[src/rtl/ac_pkg.sv]
// Shared types and constants for the Aho-Corasick character feeder.
package ac_pkg;

  localparam int unsigned STATE_W    = 8;
  localparam int unsigned SYM_W      = 4;
  localparam int unsigned BYTE_W     = 8;
  localparam int unsigned ENTRY_W    = BYTE_W + 1;
  localparam int unsigned ROOT_STATE = 0;

  typedef enum logic [2:0] {
    IDLE,
    INIT,
    ISSUE_HI,
    CAP_HI,
    ISSUE_LO,
    CAP_LO
  } fsm_t;

  typedef struct packed {
    logic              last;
    logic [BYTE_W-1:0] data;
  } entry_t;

endpackage

[src/rtl/ac_byte_fifo.sv]
// DEPTH x WIDTH synchronous FIFO with show-ahead head and full/empty flags.
module ac_byte_fifo #(
  parameter int unsigned DEPTH = 4,
  parameter int unsigned WIDTH = 9
) (
  input  logic             clk,
  input  logic             rst,
  input  logic             push,
  input  logic             pop,
  input  logic [WIDTH-1:0] din,
  output logic [WIDTH-1:0] dout,
  output logic             full,
  output logic             empty
);

  localparam int unsigned AW = $clog2(DEPTH);
  localparam int unsigned CW = AW + 1;

  logic [WIDTH-1:0] mem [DEPTH];
  logic [AW-1:0]    wr_ptr;
  logic [AW-1:0]    rd_ptr;
  logic [CW-1:0]    count;
  logic             do_push;
  logic             do_pop;

  assign do_push = push && !full;
  assign do_pop  = pop && !empty;
  assign full    = (count == CW'(DEPTH));
  assign empty   = (count == '0);
  assign dout    = mem[rd_ptr];

  always_ff @(posedge clk or posedge rst) begin
    if (rst) begin
      wr_ptr <= '0;
      rd_ptr <= '0;
      count  <= '0;
    end else begin
      if (do_push) wr_ptr <= wr_ptr + AW'(1);
      if (do_pop)  rd_ptr <= rd_ptr + AW'(1);
      count <= count + CW'(do_push) - CW'(do_pop);
    end
  end

  // Storage needs no reset; the pointers define what is valid.
  always_ff @(posedge clk) begin
    if (do_push) mem[wr_ptr] <= din;
  end

endmodule

[src/rtl/ac_char_feeder.sv]
// Splits buffered text bytes into nibble symbols for the AC table reader
// and reports each step's next state, hit flag and symbol position.
module ac_char_feeder #(
  parameter int unsigned DEPTH   = 4,
  parameter int unsigned STATE_W = ac_pkg::STATE_W,
  parameter int unsigned POS_W   = 16
) (
  input  logic               CLK,
  input  logic               RST,
  input  logic               IN_VALID,
  input  logic [7:0]         IN_DATA,
  input  logic               IN_LAST,
  output logic               IN_READY,
  output logic               INITIALIZE,
  output logic               EN,
  output logic [3:0]         STRING,
  output logic [STATE_W-1:0] NOW_STATE_IN,
  input  logic [STATE_W-1:0] NOW_STATE_OUT,
  input  logic               EN_MATCH,
  output logic               RES_VALID,
  input  logic               RES_READY,
  output logic [STATE_W-1:0] RES_STATE,
  output logic               RES_HIT,
  output logic [POS_W-1:0]   RES_POS,
  output logic               RES_LAST
);

  import ac_pkg::*;

  fsm_t                state, state_nx;
  entry_t              head;
  logic                full, empty;
  logic                ready_q;
  logic                pop, cap, can_cap;
  logic [BYTE_W-1:0]   byte_q, byte_nx;
  logic                last_q;
  logic                sot;
  logic [STATE_W-1:0]  st_q;
  logic [POS_W-1:0]    pos;
  logic                en_nx, init_nx;
  logic [SYM_W-1:0]    sym_nx;

  assign IN_READY     = ready_q && !full;
  assign NOW_STATE_IN = st_q;
  assign can_cap      = !RES_VALID || RES_READY;

  ac_byte_fifo #(.DEPTH(DEPTH), .WIDTH(ENTRY_W)) u_fifo (
    .clk   (CLK),
    .rst   (RST),
    .push  (IN_VALID && IN_READY),
    .pop   (pop),
    .din   ({IN_LAST, IN_DATA}),
    .dout  (head),
    .full  (full),
    .empty (empty)
  );

  always_ff @(posedge CLK or posedge RST) begin
    if (RST) state <= IDLE;
    else     state <= state_nx;
  end

  // Next state, pop/capture strobes and the next values of the registered outputs.
  always_comb begin
    state_nx = state;
    pop      = 1'b0;
    cap      = 1'b0;
    case (state)
      IDLE: begin
        if (!empty) begin
          pop      = 1'b1;
          state_nx = sot ? INIT : ISSUE_HI;
        end
      end
      INIT:     state_nx = ISSUE_HI;
      ISSUE_HI: state_nx = CAP_HI;
      CAP_HI: begin
        if (can_cap) begin
          cap      = 1'b1;
          state_nx = ISSUE_LO;
        end
      end
      ISSUE_LO: state_nx = CAP_LO;
      CAP_LO: begin
        if (can_cap) begin
          cap = 1'b1;
          if (!last_q && !empty) begin
            pop      = 1'b1;
            state_nx = ISSUE_HI;
          end else begin
            state_nx = IDLE;
          end
        end
      end
      default: state_nx = IDLE;
    endcase

    byte_nx = pop ? head.data : byte_q;
    en_nx   = state_nx inside {ISSUE_HI, CAP_HI, ISSUE_LO, CAP_LO};
    init_nx = (state_nx == INIT);
    if (state_nx inside {ISSUE_HI, CAP_HI})      sym_nx = byte_nx[7:4];
    else if (state_nx inside {ISSUE_LO, CAP_LO}) sym_nx = byte_nx[3:0];
    else                                          sym_nx = '0;
  end

  always_ff @(posedge CLK or posedge RST) begin
    if (RST) begin
      ready_q    <= 1'b0;
      byte_q     <= '0;
      last_q     <= 1'b0;
      sot        <= 1'b1;
      st_q       <= STATE_W'(ROOT_STATE);
      pos        <= '0;
      EN         <= 1'b0;
      STRING     <= '0;
      INITIALIZE <= 1'b0;
      RES_VALID  <= 1'b0;
      RES_STATE  <= '0;
      RES_HIT    <= 1'b0;
      RES_POS    <= '0;
      RES_LAST   <= 1'b0;
    end else begin
      ready_q    <= 1'b1;
      EN         <= en_nx;
      STRING     <= sym_nx;
      INITIALIZE <= init_nx;
      if (pop) begin
        byte_q <= head.data;
        last_q <= head.last;
      end
      if (state == INIT) begin
        st_q <= STATE_W'(ROOT_STATE);
        sot  <= 1'b0;
      end
      if (cap) begin
        RES_VALID <= 1'b1;
        RES_STATE <= NOW_STATE_OUT;
        RES_HIT   <= EN_MATCH;
        RES_POS   <= pos;
        RES_LAST  <= last_q && (state == CAP_LO);
        // Closing the final byte of a text rewinds for the next one.
        if (last_q && (state == CAP_LO)) begin
          st_q <= STATE_W'(ROOT_STATE);
          pos  <= '0;
          sot  <= 1'b1;
        end else begin
          st_q <= NOW_STATE_OUT;
          pos  <= pos + POS_W'(1);
        end
      end else if (RES_READY) begin
        RES_VALID <= 1'b0;
      end
    end
  end

endmodule
[config.mk]
export PLATFORM = sky130hd
export DESIGN_NAME = ac_char_feeder
export DESIGN_NICKNAME = d
export VERILOG_FILES = /design/src/rtl/ac_pkg.sv /design/src/rtl/ac_byte_fifo.sv /design/src/rtl/ac_char_feeder.sv
export SDC_FILE = /design/constraint.sdc
export NUM_CORES = 1
export LEC_CHECK = 0
export CORE_MARGIN = 2
export CORE_UTILIZATION = 38
export DETAILED_ROUTE_END_ITERATION = 10
export PLACE_DENSITY = 0.62
export REMOVE_ABC_BUFFERS = 1
export SLEW_MARGIN = 5
export SYNTH_ARGS = -nofsm -noshare
export SYNTH_HDL_FRONTEND = slang
export SYNTH_HIERARCHICAL = 1
export SYNTH_SLANG_ARGS = --single-unit
[constraint.sdc]
create_clock -name CLK -period 4.2 [get_ports CLK]
set_input_delay 0.84 -clock CLK [delete_from_list [all_inputs] [get_ports CLK]]
set_output_delay 0.84 -clock CLK [all_outputs]
set_load 0.02 [all_outputs]
# Yosys cells after proc, flatten, opt, wreduce, memory -nomap -nowiden
# Memories as Yosys holds them, arrays and structs flattened.
# Index checks and enable logic that the tools add are counted.
dict set report totals {
  reg_bits 78
  mem_bits_rw 36
  input_bits 22
  output_inout_bits 42
  elab_cells 80
  n_memories 1
}
dict set report op_classes {
  n_addsub 5
  n_eq_ne 11
  n_mux 26
  reduce_logical 19
}
# name depth width rd rd_ports_with_merged_regs wr line
set memory_table {}
lappend memory_table {u_fifo.mem 4 9 1 0 1 ac_byte_fifo.sv:19} ;# logic [WIDTH-1:0] mem [DEPTH];
# cell count
set ops {}
lappend ops {{$mux 8} 4}
lappend ops {{$pmux 3 s6} 1}
lappend ops {{$add 16x1->16 const B} 1}
lappend ops {{$mux 16} 1}
lappend ops {{$eq 3x3->1 const B} 5}
lappend ops {{$eq 3x2->1 const B} 4}
lappend ops {{$mux 1} 12}
lappend ops {{$mux 3} 3}
lappend ops {{$mux 4} 2}
lappend ops {{$reduce_bool 2->1} 4}
lappend ops {{$eq 3x1->1 const B} 2}
lappend ops {{$logic_and 1x1->1} 6}
lappend ops {{$logic_not 3->1} 2}
lappend ops {{$add 2x1->2 const B} 2}
lappend ops {{$logic_not 1->1} 4}
lappend ops {{$mux 2} 2}
lappend ops {{$reduce_bool 4->1} 1}
lappend ops {{$add 3x1->3} 1}
lappend ops {{$sub 3x1->3} 1}
lappend ops {{$pmux 1 s2} 1}
lappend ops {{$reduce_or 2->1} 1}
lappend ops {{$logic_or 1x1->1} 1}

# Logic depth before layout (Yosys ltp)
# Gate-level depths: netlist of the first run.
dict set report depth {
  ltp_word 10
  depth_mapped 14
  ltp_nobuf 12
}

# Hierarchy
# Netlist of the first run, hierarchy kept.
# mod instances cells_each area_per_inst_um2 seq_area_each_um2
set modules_own_cells {}
lappend modules_own_cells {ac_char_feeder 1 259 2995.4 1778.0}
lappend modules_own_cells {ac_byte_fifo 1 90 1779.2 1256.2}

# Least setup slack after synthesis of the first run
# No wires, ideal clock.
dict set report synth_timing {
  kind {input port to flip-flop}
  from {input port RES_READY}
  to {register u_fifo.count[2]}
  setup_time_ns 0.127
  t_arrival_ns 2.776
  required_ns 4.073
  slack_ns 1.297
  cell_stages 12
  n_path_buf 1
  cell_sequence {nand2b_1 -> a31oi_1 -> buf_2 -> inv_1 -> o31ai_2 -> inv_1 -> ha_1 -> inv_1 -> ha_1 -> fa_1 -> xor2_1 -> xnor2_1}
}
dict set report synth_via {
  elab_chain_len 5
}
# item line
set synth_rtl {}
lappend synth_rtl {{from (decl)} ac_char_feeder.sv:21} ;# input logic RES_READY,
lappend synth_rtl {{$logic_or 1x1->1} ac_char_feeder.sv:45} ;# assign can_cap = !RES_VALID || RES_READY;
lappend synth_rtl {{$mux 1} ac_char_feeder.sv:85} ;# if (can_cap) begin
lappend synth_rtl {{$pmux 1 s2} ac_char_feeder.sv:68} ;# case (state)
lappend synth_rtl {{via pop} ac_char_feeder.sv:34} ;# logic pop, cap, can_cap;
lappend synth_rtl {{$logic_and 1x1->1} ac_byte_fifo.sv:27} ;# assign do_pop = pop && !empty;
lappend synth_rtl {{via u_fifo.do_pop} ac_byte_fifo.sv:24} ;# logic do_pop;
lappend synth_rtl {{$sub 3x1->3} ac_byte_fifo.sv:40} ;# count <= count + CW'(do_push) - CW'(do_pop);
lappend synth_rtl {{to (signal assigned)} ac_byte_fifo.sv:40}
lappend synth_rtl {{to (decl)} ac_byte_fifo.sv:22} ;# logic [CW-1:0] count;
# The timed path passes the listed nets, and every way through them passes these cells.
# A chain may end at the register's enable or synchronous reset.

# Final worst setup path of the first run
# Same ends and word-level chain as after synthesis.

==> flow_metrics.env, run 1 <==
export IMPL_timing_fmax_mhz=340
export IMPL_skew_ns=0.0114
export IMPL_post_dp_hpwl_um=6110
export IMPL_finalNetCount=449
export IMPL_die_w_um=116
export IMPL_swShare_pct=32.8
export IMPL_cp_top_family="adder cells"
export IMPL_synth_seq_cells=114
export IMPL_place_gp_congestion=0.802
export IMPL_synthCells=349
export IMPL_n_antenna_cell=0
export IMPL_finalCritPeriodShare_pct=69.9
export IMPL_synth_cell_types=48
export IMPL_synth_area_top_cells="dfrtp_1 40%, edfxtp_1 23%, mux2_2 5.9%"
export IMPL_preCtsSetupSlack_ns=0.869
export IMPL_wirelength_um=8990
export IMPL_intPower_mw=3.10
export IMPL_setup_violations=0
export IMPL_wl_per_cell_um=15.0
export IMPL_clkLatencyLatePin_ns=0.40
export IMPL_cp_num_buf_inv=4
export IMPL_initial_utilization_pct=39.3
export IMPL_setup_ws_ns=1.26
export IMPL_final_area_um2=6120
export IMPL_cts_setup_buffers=0
export IMPL_grt_max_degree=72
export IMPL_avgSynthCellArea_um2=13.7
export IMPL_syn_area_um2=4770
export IMPL_ys_warn_count=6
export IMPL_p_leak_nw=2.53
export IMPL_coreArea_um2=12200
export IMPL_cts_sinks=114
export IMPL_io_pins=64
export IMPL_seq_power_share_pct=38.5
export IMPL_finalMaxSlewViolations=0
export IMPL_htreeDepth=4
export IMPL_hold_path_class="flip-flop to flip-flop"
export IMPL_async_flop_share_pct=68.4
export IMPL_grt_pass1_vias=2917
export IMPL_grt_pass1_wl_um=14500
export IMPL_globalRoute_totalOverflow=0
export IMPL_grt_antenna_before_repair=0
export IMPL_fill_cells=1028
export IMPL_synth_edff_count=36
export IMPL_tightest_slew_ns=0.907
export IMPL_dpl_cell_area_um2=5580
export IMPL_fp_row_count=40
export IMPL_whs_ns=0.476
export IMPL_drc=0
export IMPL_post_cts_resized=0
export IMPL_yosys_area_top_type="dfrtp_1"
export IMPL_regArea_um2=3030
export IMPL_area_growth_pct=28.2
export IMPL_cts_buffer_depth=2
export IMPL_clkPwrFrac_pct=28.3
export IMPL_drive_gt1_share_pct=16.0
export IMPL_die_area_um2=13500
export IMPL_viasPerCell=4.97
export IMPL_cap_violations=0
export IMPL_drt_iter0_drc=204
export IMPL_cts_buffers=17
export IMPL_synth_top_area_share_pct=40.4
export IMPL_multi_input_area_um2=1590
export IMPL_cp_required_ns=4.47
export IMPL_ys_flop_type="dfrtp_1"
export IMPL_arrival_ns=3.21
export IMPL_crit_path_end_kind="flip-flop"
export IMPL_ir_drop_mv=0.331
export IMPL_via_count=2975
export IMPL_crit_chain="clkdlybuf4s50_1, nand2b_1, a31oi_1, inv_1, o31ai_2, inv_1, ha_1, inv_1, ha_1, fa_1, xor2_1, xnor2_1"
export IMPL_fin_setup_tns_ns=0
export IMPL_antenna_left=0
export IMPL_crit_type="input pin to flip-flop"
export IMPL_critical_path_max_fanout=7
export IMPL_drt_first_pass_iters=4
export IMPL_hold_violations=0
export IMPL_rsz0062_at_grt="no"
export IMPL_p_comb_share_pct=33.2
export IMPL_status="finished, final reports clean"
export IMPL_cts_clk_slew_worst_paths_ns=0.05
export IMPL_cts_root_buffer="clkbuf_16"
export IMPL_cts_tree="built"
export IMPL_startpoint_type="input pin"
export IMPL_seq_area_frac_synth_pct=63.5
export IMPL_critPathMostFrequentCell="inv_1"
export IMPL_hold_buffers=0
export IMPL_slew_headroom_pct=39.6
export IMPL_grt_use_total_pct=14.3
export IMPL_fin_crit_ns=2.94
export IMPL_critPathMaxStageDelay_ns=0.45
export IMPL_final_common_cell="dfrtp_1"
export IMPL_io_buffers=63
export IMPL_power_density_nw_per_um2=753
export IMPL_cp_slowest_cell="clkdlybuf4s50_1"
export IMPL_mostFrequentLayoutCells="77 x dfrtp_1, 63 x clkdlybuf4s50_1, 36 x edfxtp_1"
export IMPL_fp_dieH_um=116
export IMPL_p_sw_mw=1.51
-- sequential cells by signal (all words and copies together) (netlist names), 3 cells and up --
register      flops
NOW_STATE_IN      8
RES_POS          16
RES_STATE         8
STRING            4
byte_q            8
pos              16
state             3
u_fifo/count      3
u_fifo/mem       36
-- through the flow --
stage / instances / total power, mW / util, %
2_1_floorplan: 333 / 2.74 / -
6_report: 599 / 4.61 / 50.3
3_5_place_dp: 568 / 3.35 / 45.9
5_1_grt: 599 / 4.90 / 50.3
3_3_place_gp: 568 / 3.29 / 45.9
4_1_cts: 599 / 4.67 / 50.3
-- final timing paths --
path,endpoint,start,cells past startpoint,slack (ns)
min reg2reg,byte_q[3],byte_q[3],2,0.48
max in group asynchronous,state[2],RST,3,2.54
max reg2reg,u_fifo/count[2],u_fifo/count[1],12,1.32
max,u_fifo/count[2],RES_READY,12,1.26
min in group asynchronous,u_fifo/wr_ptr[0],RST,2,0.73
min,byte_q[3],byte_q[3],2,0.48
-- area by class of cell --
cell class                 count  area share [%]
inverter                      21            1.29
clock inverter                 6           0.940
sequential                   114            49.6
tap                          168            3.43
clock buffer                  25            7.93
timing repair buffer          67            10.8
multi-input combinational    198            26.0
-- routing by layer --
layer,routed length [um],up-vias,global-route usage (%)
met5,0,-,0
met4,133,0,5.40
met3,322,11,5.19
met2,4530,60,23.5
met1,4000,1477,17.5
li1,-,1427,-
-- cell usage after synthesis (9+ instances only) --
master / number
dfrtp_1: 77
mux4_2: 9
a21oi_1: 10
inv_1: 21
edfxtp_1: 36
nand2_1: 18
o21ai_0: 23
clkbuf_1: 12
mux2_2: 25
-- cells by family after synthesis --
kind of cell               count (synthesis)  synth area share (%)
adders and majority gates                  8                  2.25
other                                      1                0.0785
and+or+nand+nor                           79                  9.91
muxes                                     42                  11.8
AOI/OAI and AO/OA                         62                  8.23
DFF                                      114                  63.5
xor gates and xnor gates                   6                  1.10
buffers and inverters                     37                  3.07
-- power groups by stage --
stage	Sequential [mW]	Combinational, mW	Clock, mW
floorplan	1.89	0.850	0
global placement	1.78	1.51	0
detailed placement	1.80	1.56	0
CTS	1.78	1.56	1.33
global route	1.83	1.68	1.39
finish	1.77	1.53	1.30
-- worst min-delay path: stages (launching register included) --
cell,delay (ns)
dfrtp_1,0.32
mux2i_1,0.08
inv_1,0.05
(Power assumes the default switching activity.)
==> run 2: changes to the inputs <==
- clock period: 4.2 -> 2.85 ns (I/O delays scaled with it)
==> flow_metrics.env, run 2 (same netlist as run 1, synthesis figures left out) <==
export IMPL_finalMaxSlewViolations=0
export IMPL_area_growth_pct=30.4
export IMPL_io_pins=64
export IMPL_slew_headroom_pct=55.5
export IMPL_n_antenna_cell=0
export IMPL_arrival_ns=2.84
export IMPL_skew_ns=0.00886
export IMPL_rsz0062_at_grt="no"
export IMPL_dpl_cell_area_um2=5680
export IMPL_cts_clk_slew_worst_paths_ns=0.05
export IMPL_globalRoute_totalOverflow=0
export IMPL_cp_num_buf_inv=3
export IMPL_top_register="u_fifo/mem"
export IMPL_mostFrequentLayoutCells="77 x dfrtp_1, 63 x clkdlybuf4s50_1, 36 x edfxtp_1"
export IMPL_grt_pass1_wl_um=15000
export IMPL_hold_buffers=0
export IMPL_hold_path_class="input pin to asynchronous set/reset pin"
export IMPL_cts_buffers=17
export IMPL_reg2reg_depth=12
export IMPL_antenna_left=0
export IMPL_fill_cells=1030
export IMPL_cts_root_buffer="clkbuf_16"
export IMPL_post_cts_resized=0
export IMPL_setup_violations=0
export IMPL_cts_tree="built"
export IMPL_critPathMostFrequentCell="inv_1"
export IMPL_status="finished, final reports clean"
export IMPL_crit_type="flip-flop to flip-flop"
export IMPL_cts_sinks=114
export IMPL_fp_row_count=40
export IMPL_final_common_cell="dfrtp_1"
export IMPL_fin_crit_ns=2.56
export IMPL_die_w_um=116
export IMPL_die_area_um2=13500
export IMPL_viasPerCell=4.87
export IMPL_via_count=2972
export IMPL_rrSetupSlack_ns=0.29
export IMPL_fp_dieH_um=116
export IMPL_post_dp_hpwl_um=6260
export IMPL_crit_path_end_kind="flip-flop"
export IMPL_largest_register_ff_count=36
export IMPL_regArea_um2=3030
export IMPL_drc=0
export IMPL_finalNetCount=459
export IMPL_timing_rr_end="u_fifo/count[2]"
export IMPL_reg2reg_from="u_fifo/count[2]"
export IMPL_drt_iter0_drc=169
export IMPL_hold_violations=0
export IMPL_initial_utilization_pct=39.3
export IMPL_drt_first_pass_iters=4
export IMPL_p_leak_nw=2.59
export IMPL_multi_input_area_um2=1590
export IMPL_htreeDepth=4
export IMPL_ir_drop_mv=0.458
export IMPL_startpoint_type="flip-flop"
export IMPL_cp_slowest_cell="dfrtp_1"
export IMPL_timing_fmax_mhz=391
export IMPL_finalCritPeriodShare_pct=89.7
export IMPL_whs_ns=0.467
export IMPL_grt_pass1_vias=2938
export IMPL_cp_required_ns=3.13
export IMPL_grt_use_total_pct=14.8
export IMPL_cap_violations=0
export IMPL_drive_gt1_share_pct=17.9
export IMPL_critPathMaxStageDelay_ns=0.38
export IMPL_critical_path_max_fanout=3
export IMPL_coreArea_um2=12200
export IMPL_cts_buffer_depth=2
export IMPL_largest_registers="u_fifo/mem: 36 flops, RES_POS: 16 flops, pos: 16 flops"
export IMPL_power_density_nw_per_um2=1110
export IMPL_wirelength_um=9200
export IMPL_wl_per_cell_um=15.1
export IMPL_grt_max_degree=72
export IMPL_crit_chain="nor3_1, nor4_1, a31oi_1, inv_1, o31ai_2, inv_1, ha_1, inv_1, ha_1, fa_1, xor2_1, xnor2_1"
export IMPL_grt_antenna_before_repair=0
export IMPL_io_buffers=63
export IMPL_cts_setup_buffers=0
export IMPL_final_area_um2=6220
export IMPL_clkLatencyLatePin_ns=0.40
export IMPL_tightest_slew_ns=0.667
export IMPL_cp_top_family="adder cells"
export IMPL_place_gp_congestion=0.796
[run 2: changes by cell type in the layout (fill, tap and decap cells not counted), sizes merged]
cell,change
buf,+10
clkbuf,+1
[run 2: layout make-up]
cell class	instances	share of cell area (%)
tap	168	3.38
multi-input combinational	198	25.6
clock buffer	26	7.86
inverter	21	1.27
clock inverter	6	0.925
sequential	114	48.7
timing repair buffer	77	12.2
[run 2: power by group]
part / total, mW / switching, mW / internal (mW)
Sequential: 2.53 / 0.344 / 2.18
Clock: 1.93 / 0.671 / 1.26
Combinational: 2.48 / 1.25 / 1.23
Total: 6.94 / 2.26 / 4.67
[run 2: worst max path at each step]
stage / from / cells after the start / to
after detailed placement: RES_READY / 12 / u_fifo/count[2]
after floorplan: u_fifo/count[1] / 12 / u_fifo/count[2]
final: u_fifo/count[2] / 12 / u_fifo/count[2]
after global placement: RES_READY / 12 / u_fifo/count[2]
after global routing: u_fifo/count[2] / 12 / u_fifo/count[2]
after CTS: u_fifo/count[2] / 12 / u_fifo/count[2]
[run 2: metal layers]
layer	wire (um)	track usage, %
met5	0	0
met4	106	5.56
met3	330	4.77
met2	4640	23.7
met1	4110	19.0
[run 2: stage by stage]
step           util (%)  total power [mW]  TNS [ns]  std cells  setup WS, ns
2_1_floorplan         -              4.04    -0.569        333        -0.398
3_3_place_gp       46.7              4.99   -0.0432        578       -0.0432
3_5_place_dp       46.7              5.07   -0.0749        578       -0.0749
4_1_cts            51.2              7.03         0        610         0.298
5_1_grt            51.2              7.36         0        610         0.116
6_report           51.2              6.94         0        610         0.292
